--- src/rtl/opreg_writeback_if.sv ---
// Bus bundle for the operand write-back bank: result handshake, host byte
// load path and the operand/status outputs.
interface opreg_writeback_if #(
  parameter int WIDTH = 16
);
  logic             res_valid;
  logic             res_ready;
  logic [WIDTH-1:0] res_data;
  logic [1:0]       res_dest;
  logic             host_start;
  logic             host_sel;
  logic             host_byte_valid;
  logic [7:0]       host_byte;
  logic [WIDTH-1:0] reg_a;
  logic [WIDTH-1:0] reg_b;
  logic             busy;
  logic             wb_done;

  modport master (
    output res_valid, res_data, res_dest,
    output host_start, host_sel, host_byte_valid, host_byte,
    input  res_ready, reg_a, reg_b, busy, wb_done
  );

  modport slave (
    input  res_valid, res_data, res_dest,
    input  host_start, host_sel, host_byte_valid, host_byte,
    output res_ready, reg_a, reg_b, busy, wb_done
  );
endinterface

--- src/rtl/opreg_writeback.sv ---
// Operand write-back bank: holds operands A and B, written either by multiplier
// results (valid/ready) or by a byte-serial host load, arbitrated by a small FSM.
module opreg_writeback #(
  parameter int WIDTH = 16
) (
  input  logic              clk,
  input  logic              rst_n,
  input  logic              clear,
  opreg_writeback_if.slave  bus
);

  localparam int NBYTES = WIDTH / 8;
  localparam int CW     = $clog2(NBYTES) + 1;

  typedef enum logic [1:0] {
    S_IDLE = 2'd0,
    S_HOST = 2'd1,
    S_DONE = 2'd2
  } state_t;

  state_t           r_state;
  state_t           w_next;
  logic [WIDTH-1:0] r_a;
  logic [WIDTH-1:0] r_b;
  logic [WIDTH-9:0] r_stage;
  logic [CW-1:0]    r_cnt;
  logic             r_sel;

  logic             w_wr_a;
  logic             w_wr_b;
  logic [WIDTH-1:0] w_wr_data;
  logic             w_host_go;
  logic             w_byte_acc;
  logic [WIDTH-1:0] w_shifted;

  // Staging holds only the bytes already received; the last byte joins combinationally.
  assign w_shifted = {r_stage, bus.host_byte};

  // State register
  always_ff @(posedge clk or negedge rst_n) begin
    if (!rst_n) begin
      r_state <= S_IDLE;
    end else if (clear) begin
      r_state <= S_IDLE;
    end else begin
      r_state <= w_next;
    end
  end

  // Next-state and write-enable decode
  always_comb begin
    w_next     = r_state;
    w_wr_a     = 1'b0;
    w_wr_b     = 1'b0;
    w_wr_data  = bus.res_data;
    w_host_go  = 1'b0;
    w_byte_acc = 1'b0;
    case (r_state)
      S_IDLE: begin
        // res_ready is high throughout IDLE, so res_valid alone is the handshake.
        if (bus.res_valid) begin
          w_next = S_DONE;
          case (bus.res_dest)
            2'b00:   w_wr_a = 1'b1;
            2'b01:   w_wr_b = 1'b1;
            2'b10: begin
              w_wr_a = 1'b1;
              w_wr_b = 1'b1;
            end
            default: w_wr_a = 1'b0;
          endcase
        end else if (bus.host_start) begin
          w_host_go = 1'b1;
          w_next    = S_HOST;
        end else begin
          w_next = S_IDLE;
        end
      end
      S_HOST: begin
        if (bus.host_byte_valid) begin
          w_byte_acc = 1'b1;
          if (r_cnt == CW'(NBYTES - 1)) begin
            w_next    = S_DONE;
            w_wr_data = w_shifted;
            if (r_sel) begin
              w_wr_b = 1'b1;
            end else begin
              w_wr_a = 1'b1;
            end
          end else begin
            w_next = S_HOST;
          end
        end else begin
          w_next = S_HOST;
        end
      end
      S_DONE:  w_next = S_IDLE;
      default: w_next = S_IDLE;
    endcase
  end

  // Operand registers, host staging and byte counter
  always_ff @(posedge clk or negedge rst_n) begin
    if (!rst_n) begin
      r_a     <= {WIDTH{1'b0}};
      r_b     <= {WIDTH{1'b0}};
      r_stage <= {(WIDTH-8){1'b0}};
      r_cnt   <= {CW{1'b0}};
      r_sel   <= 1'b0;
    end else if (clear) begin
      r_a     <= {WIDTH{1'b0}};
      r_b     <= {WIDTH{1'b0}};
      r_stage <= {(WIDTH-8){1'b0}};
      r_cnt   <= {CW{1'b0}};
      r_sel   <= 1'b0;
    end else begin
      if (w_wr_a) begin
        r_a <= w_wr_data;
      end
      if (w_wr_b) begin
        r_b <= w_wr_data;
      end
      if (w_host_go) begin
        r_sel   <= bus.host_sel;
        r_cnt   <= {CW{1'b0}};
        r_stage <= {(WIDTH-8){1'b0}};
      end else if (w_byte_acc) begin
        r_cnt   <= r_cnt + CW'(1);
        r_stage <= w_shifted[WIDTH-9:0];
      end
    end
  end

  assign bus.res_ready = (r_state == S_IDLE);
  assign bus.busy      = (r_state != S_IDLE);
  assign bus.wb_done   = (r_state == S_DONE);
  assign bus.reg_a     = r_a;
  assign bus.reg_b     = r_b;

endmodule

--- src/flat_wrapper.sv ---
// flat-port wrapper written by rule: the top's interface ports become plain ports
module opreg_writeback_flat 
#(
  parameter int WIDTH = 16
)
  (clk, rst_n, clear, bus_res_valid, bus_res_data, bus_res_dest, bus_host_start, bus_host_sel, bus_host_byte_valid, bus_host_byte, bus_res_ready, bus_reg_a, bus_reg_b, bus_busy, bus_wb_done);
  opreg_writeback_if #(.WIDTH(WIDTH)) bus_i ();
  input  logic clk;
  input  logic rst_n;
  input  logic clear;
  input wire logic [$bits(bus_i.res_valid)-1:0] bus_res_valid;
  input wire logic [$bits(bus_i.res_data)-1:0] bus_res_data;
  input wire logic [$bits(bus_i.res_dest)-1:0] bus_res_dest;
  input wire logic [$bits(bus_i.host_start)-1:0] bus_host_start;
  input wire logic [$bits(bus_i.host_sel)-1:0] bus_host_sel;
  input wire logic [$bits(bus_i.host_byte_valid)-1:0] bus_host_byte_valid;
  input wire logic [$bits(bus_i.host_byte)-1:0] bus_host_byte;
  output wire logic [$bits(bus_i.res_ready)-1:0] bus_res_ready;
  output wire logic [$bits(bus_i.reg_a)-1:0] bus_reg_a;
  output wire logic [$bits(bus_i.reg_b)-1:0] bus_reg_b;
  output wire logic [$bits(bus_i.busy)-1:0] bus_busy;
  output wire logic [$bits(bus_i.wb_done)-1:0] bus_wb_done;
  assign bus_i.res_valid = bus_res_valid;
  assign bus_i.res_data = bus_res_data;
  assign bus_i.res_dest = bus_res_dest;
  assign bus_i.host_start = bus_host_start;
  assign bus_i.host_sel = bus_host_sel;
  assign bus_i.host_byte_valid = bus_host_byte_valid;
  assign bus_i.host_byte = bus_host_byte;
  assign bus_res_ready = bus_i.res_ready;
  assign bus_reg_a = bus_i.reg_a;
  assign bus_reg_b = bus_i.reg_b;
  assign bus_busy = bus_i.busy;
  assign bus_wb_done = bus_i.wb_done;
  opreg_writeback #(.WIDTH(WIDTH)) u_core (.clk(clk), .rst_n(rst_n), .clear(clear), .bus(bus_i));
endmodule
--- config.mk ---
export PLATFORM = sky130hd
export DESIGN_NAME = opreg_writeback_flat
export DESIGN_NICKNAME = d
export VERILOG_FILES = /design/src/rtl/opreg_writeback_if.sv /design/src/rtl/opreg_writeback.sv /design/src/flat_wrapper.sv
export SDC_FILE = /design/constraint.sdc
export NUM_CORES = 1
export LEC_CHECK = 0
export ABC_AREA = 0
export BUFFER_PORTS_ARGS = -buffer_cell sky130_fd_sc_hd__buf_2
export CORE_ASPECT_RATIO = 1.2
export CORE_MARGIN = 2
export CORE_UTILIZATION = 48
export CTS_BUF_LIST = sky130_fd_sc_hd__clkbuf_2 sky130_fd_sc_hd__clkbuf_4 sky130_fd_sc_hd__clkbuf_8
export DETAILED_ROUTE_END_ITERATION = 8
export GPL_TIMING_DRIVEN = 0
export PLACE_DENSITY = 0.78
export REMOVE_ABC_BUFFERS = 1
export SYNTH_ARGS = -nofsm -noshare
export SYNTH_HDL_FRONTEND = slang
export SYNTH_SLANG_ARGS = --single-unit
--- constraint.sdc ---
create_clock -name clk -period 1.6 [get_ports clk]
set_input_delay 0 -clock clk [delete_from_list [all_inputs] [get_ports clk]]
set_output_delay 0 -clock clk [all_outputs]
set_load 0.01 [all_outputs]
### After elaboration in Yosys (flattened, before gate mapping)

Index checks and enable logic that the tools add are counted.

| storage, ports and cells | value |
|---|---|
| flip-flop bits (word level) | 45 |
| input port bits | 33 |
| output and inout bits | 35 |

| cells by class | value |
|---|---|
| add/subtract/negate cells | 1 |
| eq/ne operators | 5 |
| muxes and demuxes | 38 |
| reduce and logical (&&, ||, !) cells | 9 |

Operators with widths:

| operator | count |
|---|---|
| two-way mux 16 bit | 7 |
| two-way mux 8 bit | 3 |
| two-way mux 1 bit | 18 |
| two-way mux 2 bit | 7 |
| nonzero test 2 bit | 4 |
| == test 2 x 1 -> 1 bit (second input constant) | 3 |
| == test 2 bit (second input constant) | 2 |
| zero test 2 bit | 2 |
| one-hot mux 1 bit (2 select lines) | 2 |
| one-hot mux 2 bit (2 select lines) | 1 |
| OR reduction 2 bit | 2 |
| nonzero test 3 bit | 1 |
| adder 2 x 1 -> 2 bit (second input constant) | 1 |

### Depth between registers and ports, before layout

| logic depth | value |
|---|---|
| word-level depth | 7 |
| depth in mapped cells | 8 |
| mapped depth without buffers | 6 |

### Least setup slack after synthesis

OpenSTA, ideal clock, no wires.

| timing path | value |
|---|---|
| path type | flip-flop to flip-flop |
| start | register u_core.r_cnt[1] |
| end | register u_core.r_b[10], in the netlist u_core.bus.reg_b[10] |
| library setup time | 0.139 ns |
| arrival time | 1.418 ns |
| data required time | 1.461 ns |
| path slack | 0.044 ns |
| stages on the path, launching flop included | 9 |
| path buffers | 2 |
| period minus slack after synthesis | 1.556 ns |
| cells stage by stage | dfrtp_1 > inv_1 > ha_1 > nand4b_1 > buf_6 > or2_2 > buf_2 > o22ai_1 > nor3_1 |

| between the ends | value |
|---|---|
| cells in the longest elaborated chain, start to end | 6 |
| elaborated cells between the ends (all ways) | 10 |
| those cells by class | eq/ne: 1; mux: 8; reduce/logical: 1 |

Ends and longest elaborated chain:

| element | RTL line | RTL |
|---|---|---|
| start: declaration | opreg_writeback.sv:26 | `logic [CW-1:0] r_cnt;` |
| start signal: assignment | opreg_writeback.sv:108 | `r_cnt <= {CW{1'b0}};` |
| start signal: assignment | opreg_writeback.sv:114 | `r_cnt <= {CW{1'b0}};` |
| start signal: assignment | opreg_writeback.sv:125 | `r_cnt <= {CW{1'b0}};` |
| == test 2 x 1 -> 1 bit (*) | opreg_writeback.sv:82 | `if (r_cnt == CW'(NBYTES - 1)) begin` |
| two-way mux 16 bit | opreg_writeback.sv:82 |  |
| two-way mux 16 bit | opreg_writeback.sv:80 | `if (bus.host_byte_valid) begin` |
| two-way mux 16 bit | opreg_writeback.sv:58 | `case (r_state)` |
| two-way mux 16 bit | opreg_writeback.sv:120 | `if (w_wr_b) begin` |
| two-way mux 16 bit | opreg_writeback.sv:110 | `end else if (clear) begin` |
| end signal: assignment | opreg_writeback.sv:106 | `r_b <= {WIDTH{1'b0}};` |
| end signal: assignment | opreg_writeback.sv:112 | `r_b <= {WIDTH{1'b0}};` |
| end signal: assignment | opreg_writeback.sv:121 | `r_b <= w_wr_data;` |
| end: declaration | opreg_writeback.sv:24 | `logic [WIDTH-1:0] r_b;` |

Every way passes the cells marked *; elsewhere a longest branch is shown, timed or not. The select of a mux whose other input is x is not followed.
A chain may end at the register's enable or synchronous reset.

### Worst setup path after layout

| timing path | value |
|---|---|
| start | register u_core.r_cnt[1] |
| end | register u_core.r_b[9], in the netlist u_core.bus.reg_b[9] |

Same word-level chain as after synthesis.

==> impl_metrics.toml <==
[worst_hold_path]
worstHoldPathType = "primary input to flip-flop"

[timing]
min_period_over_period = 1.05
final.setup.worst_slack_ns = -0.0801
worstMarginPinSlew_ns = 1.02
max_freq_ghz = 0.595
fin_crit_ns = 1.68
finalHoldViolCount = 1
finClkSkew_ns = 0.00614
rsz0062_at_grt = "true"
drv_slew = 0
setup_viol = 29
max_slew_margin = 0.318
whs_ns = -0.00334

[synthesis]
synthAdderAreaFrac = 0.0113
netlist.area_leader.share = 0.506
syn_avg_cell_area_um2 = 11.3
synth_xor_xnor_area_share = 0.00788
synth_top_family_by_area = "compound AO/OA/AOI/OAI gates"
yosysSeqAreaShare = 0.506
async_reset_ff_frac = 1.00
muxShareOfSynthArea = 0.113
yosys-top-cells-area = "dfrtp_1 (51%), mux2i_1 (11%), a211oi_2 (10%), nor2_1 (7.3%), buf_6 (2.5%)"
synth_edf_count = 0
synth_compound_area_frac = 0.164
ys_ff_latch = 45
synth_cells = 197
synth.distinct_cells = 30
synthFlopType = "dfrtp_1"
synth_top_area_cell = "dfrtp_1"
yosys_warnings = 0
syn_area_um2 = 2220
yosys.area_share.simple = 0.145

[power_and_ir_drop]
irDropWorstVdd_v = 0.000566
p_int_mw = 1.82
p_leak_nw = 1.56
switching_power_uw = 721
power-per-cell-area_nw_per_um2 = 814
power_frac_comb = 0.221
clkPwrFrac = 0.284
p_seq_frac = 0.494
power_switching_share = 0.284

[grt]
grt_pass1_wl_um = 9460
grt_pass1_vias = 1855
grt_antenna_before_repair = 0
grt_overflow = 0
grt_usage = 0.246
grt_max_degree = 46

[die]
start_util = 0.491
die_y_um = 78.6
core.rowCount = 27
dieArea_um2 = 5190
core_um2 = 4530
ios = 68
fp.dieW_um = 66.1

[clock_network]
cts.sinks = 45
cts_tree = "yes"
path_clk_slew_ns = 0.08
cts_inserted_buffers = 5
clock_latency_ns = 0.29
clk_path_buf_depth = 2
h-tree-depth = 2
cts_root_buf = "clkbuf_8"

[placement]
portBuffers = 67
place_ws_ns = -1.91
routabilityCongestion = 0.793
dp_hpwl_um = 3010
dpl.cell_count = 307

[layout]
drive_gt1_frac = 0.493
area_delta_synth_final_pct = 40.5
instances_no_fill = 350
post-route-util = 0.690
n_antenna_cell = 0
layout.nets = 327

[detailed_routing]
drt_first_pass_iters = 4
drc = 0
via_count = 1930
wire_per_inst_um = 17.7
final_antenna_net_count = 0
dr.first_iter.drc_count = 210
viasPerCell = 5.51
wirelength_um = 6200

[setup_path]
path_class = "flip-flop to flip-flop"
start_kind = "flip-flop"
crit_fanout = 6
cp.required_ns = 1.80
endpoint_kind = "flip-flop"
worstPathArrival_ns = 1.88
worstPathCellList = "inv_2 -> ha_4 -> nand4b_1 -> buf_4 -> buf_12 -> o2bb2ai_4 -> buf_6 -> nor2_1 -> nor3_1"
slowest_delay_ns = 0.40
critical_path.top_delay_family = "buffers and inverters"
crit_buf_inv = 4
crit_slowest_cell = "dfrtp_1"

[flow_run]
maxCapViolCount = 0

[run_status]
status = "finished with violations"
violations = "negative hold slack, negative setup slack"
[per-stage QoR]
| stage | cell area (um2) | total power, mW | setup TNS [ns] |
|---|---|---|---|
| 2_1_floorplan | 2120 | 1.51 | -21.57 |
| 3_3_place_gp | 2520 | 1.70 | -42.85 |
| 3_5_place_dp | 2520 | 1.71 | -43.37 |
| 4_1_cts | 2930 | 2.51 | -0.0459 |
| 5_1_grt | 3120 | 2.68 | -3.57 |
| 6_report | 3120 | 2.54 | -1.41 |
[per-layer routing]
metal / track usage / part of all wire
met1: 0.328 / 0.41
met2: 0.398 / 0.51
met3: 0.0587 / 0.062
met4: 0.0694 / 0.025
met5: 0 / 0
[cell usage in the layout, fill, tap and decap left out, drive strengths merged, types with 2 or more instances in the layout]
| master | count |
|---|---|
| o22ai | 8 |
| xor2 | 2 |
| buf | 89 |
| inv | 3 |
| nand2 | 2 |
| ha | 2 |
| clkbuf | 7 |
| dlygate4sd3 | 12 |
| mux2i | 25 |
| o2bb2ai | 2 |
| dfrtp | 45 |
| nor2b | 3 |
| a21oi | 3 |
| nand4b | 2 |
| a211oi | 24 |
| nor3 | 8 |
| nor2 | 47 |
[worst reg2reg max path: stages (launching register included)]
cell	delay [ns]
dfrtp_1	0.40
inv_2	0.08
ha_4	0.11
nand4b_1	0.15
buf_4	0.20
buf_12	0.14
o2bb2ai_4	0.16
buf_6	0.15
nor2_1	0.05
nor3_1	0.15
[kinds of logic after synthesis]
family	after synthesis
mux	25
simple gates	69
buf+inv	18
fa+ha+maj	2
xor+xnor	2
compound gates	36
flops	45
[cells in the mapped netlist (2+ instances only)]
| master | number |
|---|---|
| nor2b_1 | 3 |
| buf_6 | 5 |
| mux2i_1 | 25 |
| inv_1 | 3 |
| nand2_1 | 2 |
| o22ai_1 | 8 |
| ha_1 | 2 |
| nand4b_1 | 2 |
| buf_4 | 3 |
| nor2_1 | 43 |
| a211oi_2 | 18 |
| nor2_2 | 4 |
| a211oi_1 | 6 |
| xor2_1 | 2 |
| clkbuf_1 | 4 |
| nor3_1 | 8 |
| dfrtp_1 | 45 |
| buf_2 | 2 |
[timing repair]
| item | in CTS | in global routing |
|---|---|---|
| resized for setup | 14 | 24 |
| pin swaps | 9 | 9 |
| endpoints found under the setup margin | 42 | 32 |
| hold endpoints to repair | 54 | 2 |
| gates cloned | 2 | 0 |
| hold buffers | 10 | 2 |
| setup buffers | 15 | 7 |
[final timing paths]
kind | from | endpoint | slack [ns] | cells after the start
min in group asynchronous | rst_n | u_core.bus.reg_b[12] | 0.44 | 2
min | bus_res_data[11] | u_core.bus.reg_b[11] | -0.003 | 3
max | u_core.r_cnt[1] | u_core.bus.reg_b[9] | -0.08 | 9
max in group asynchronous | rst_n | u_core.r_state[0] | 0.48 | 2
max reg2reg | u_core.r_cnt[1] | u_core.bus.reg_b[9] | -0.08 | 9
min reg2reg | u_core.bus.reg_b[8] | u_core.bus.reg_b[8] | 0.55 | 2
[cell type report]
| type | instances | area [um2] |
|---|---|---|
| sequential | 45 | 1130 |
| multi-input combinational | 136 | 1140 |
| tap | 58 | 72.6 |
| inverter | 3 | 11.3 |
| timing repair buffer | 101 | 678 |
| fill | 370 | 1400 |
| clock buffer | 7 | 90.1 |
[sequential cells by signal, indices dropped and copies added (netlist names)]
register	flops
u_core.bus.reg_b	16
u_core.bus.reg_a	16
u_core.r_cnt	2
u_core.r_stage	8
u_core.r_sel	1
u_core.r_state	2
[power by group through the flow]
| stage | Clock (mW) | Sequential [mW] | Combinational [mW] |
|---|---|---|---|
| CTS | 0.739 | 1.25 | 0.522 |
| finish | 0.723 | 1.26 | 0.562 |
| global route | 0.803 | 1.27 | 0.611 |
| detailed placement | 0 | 1.28 | 0.435 |
| global placement | 0 | 1.27 | 0.427 |
| floorplan | 0 | 1.30 | 0.208 |
No activity file was read; power rests on OpenSTA's default activity.
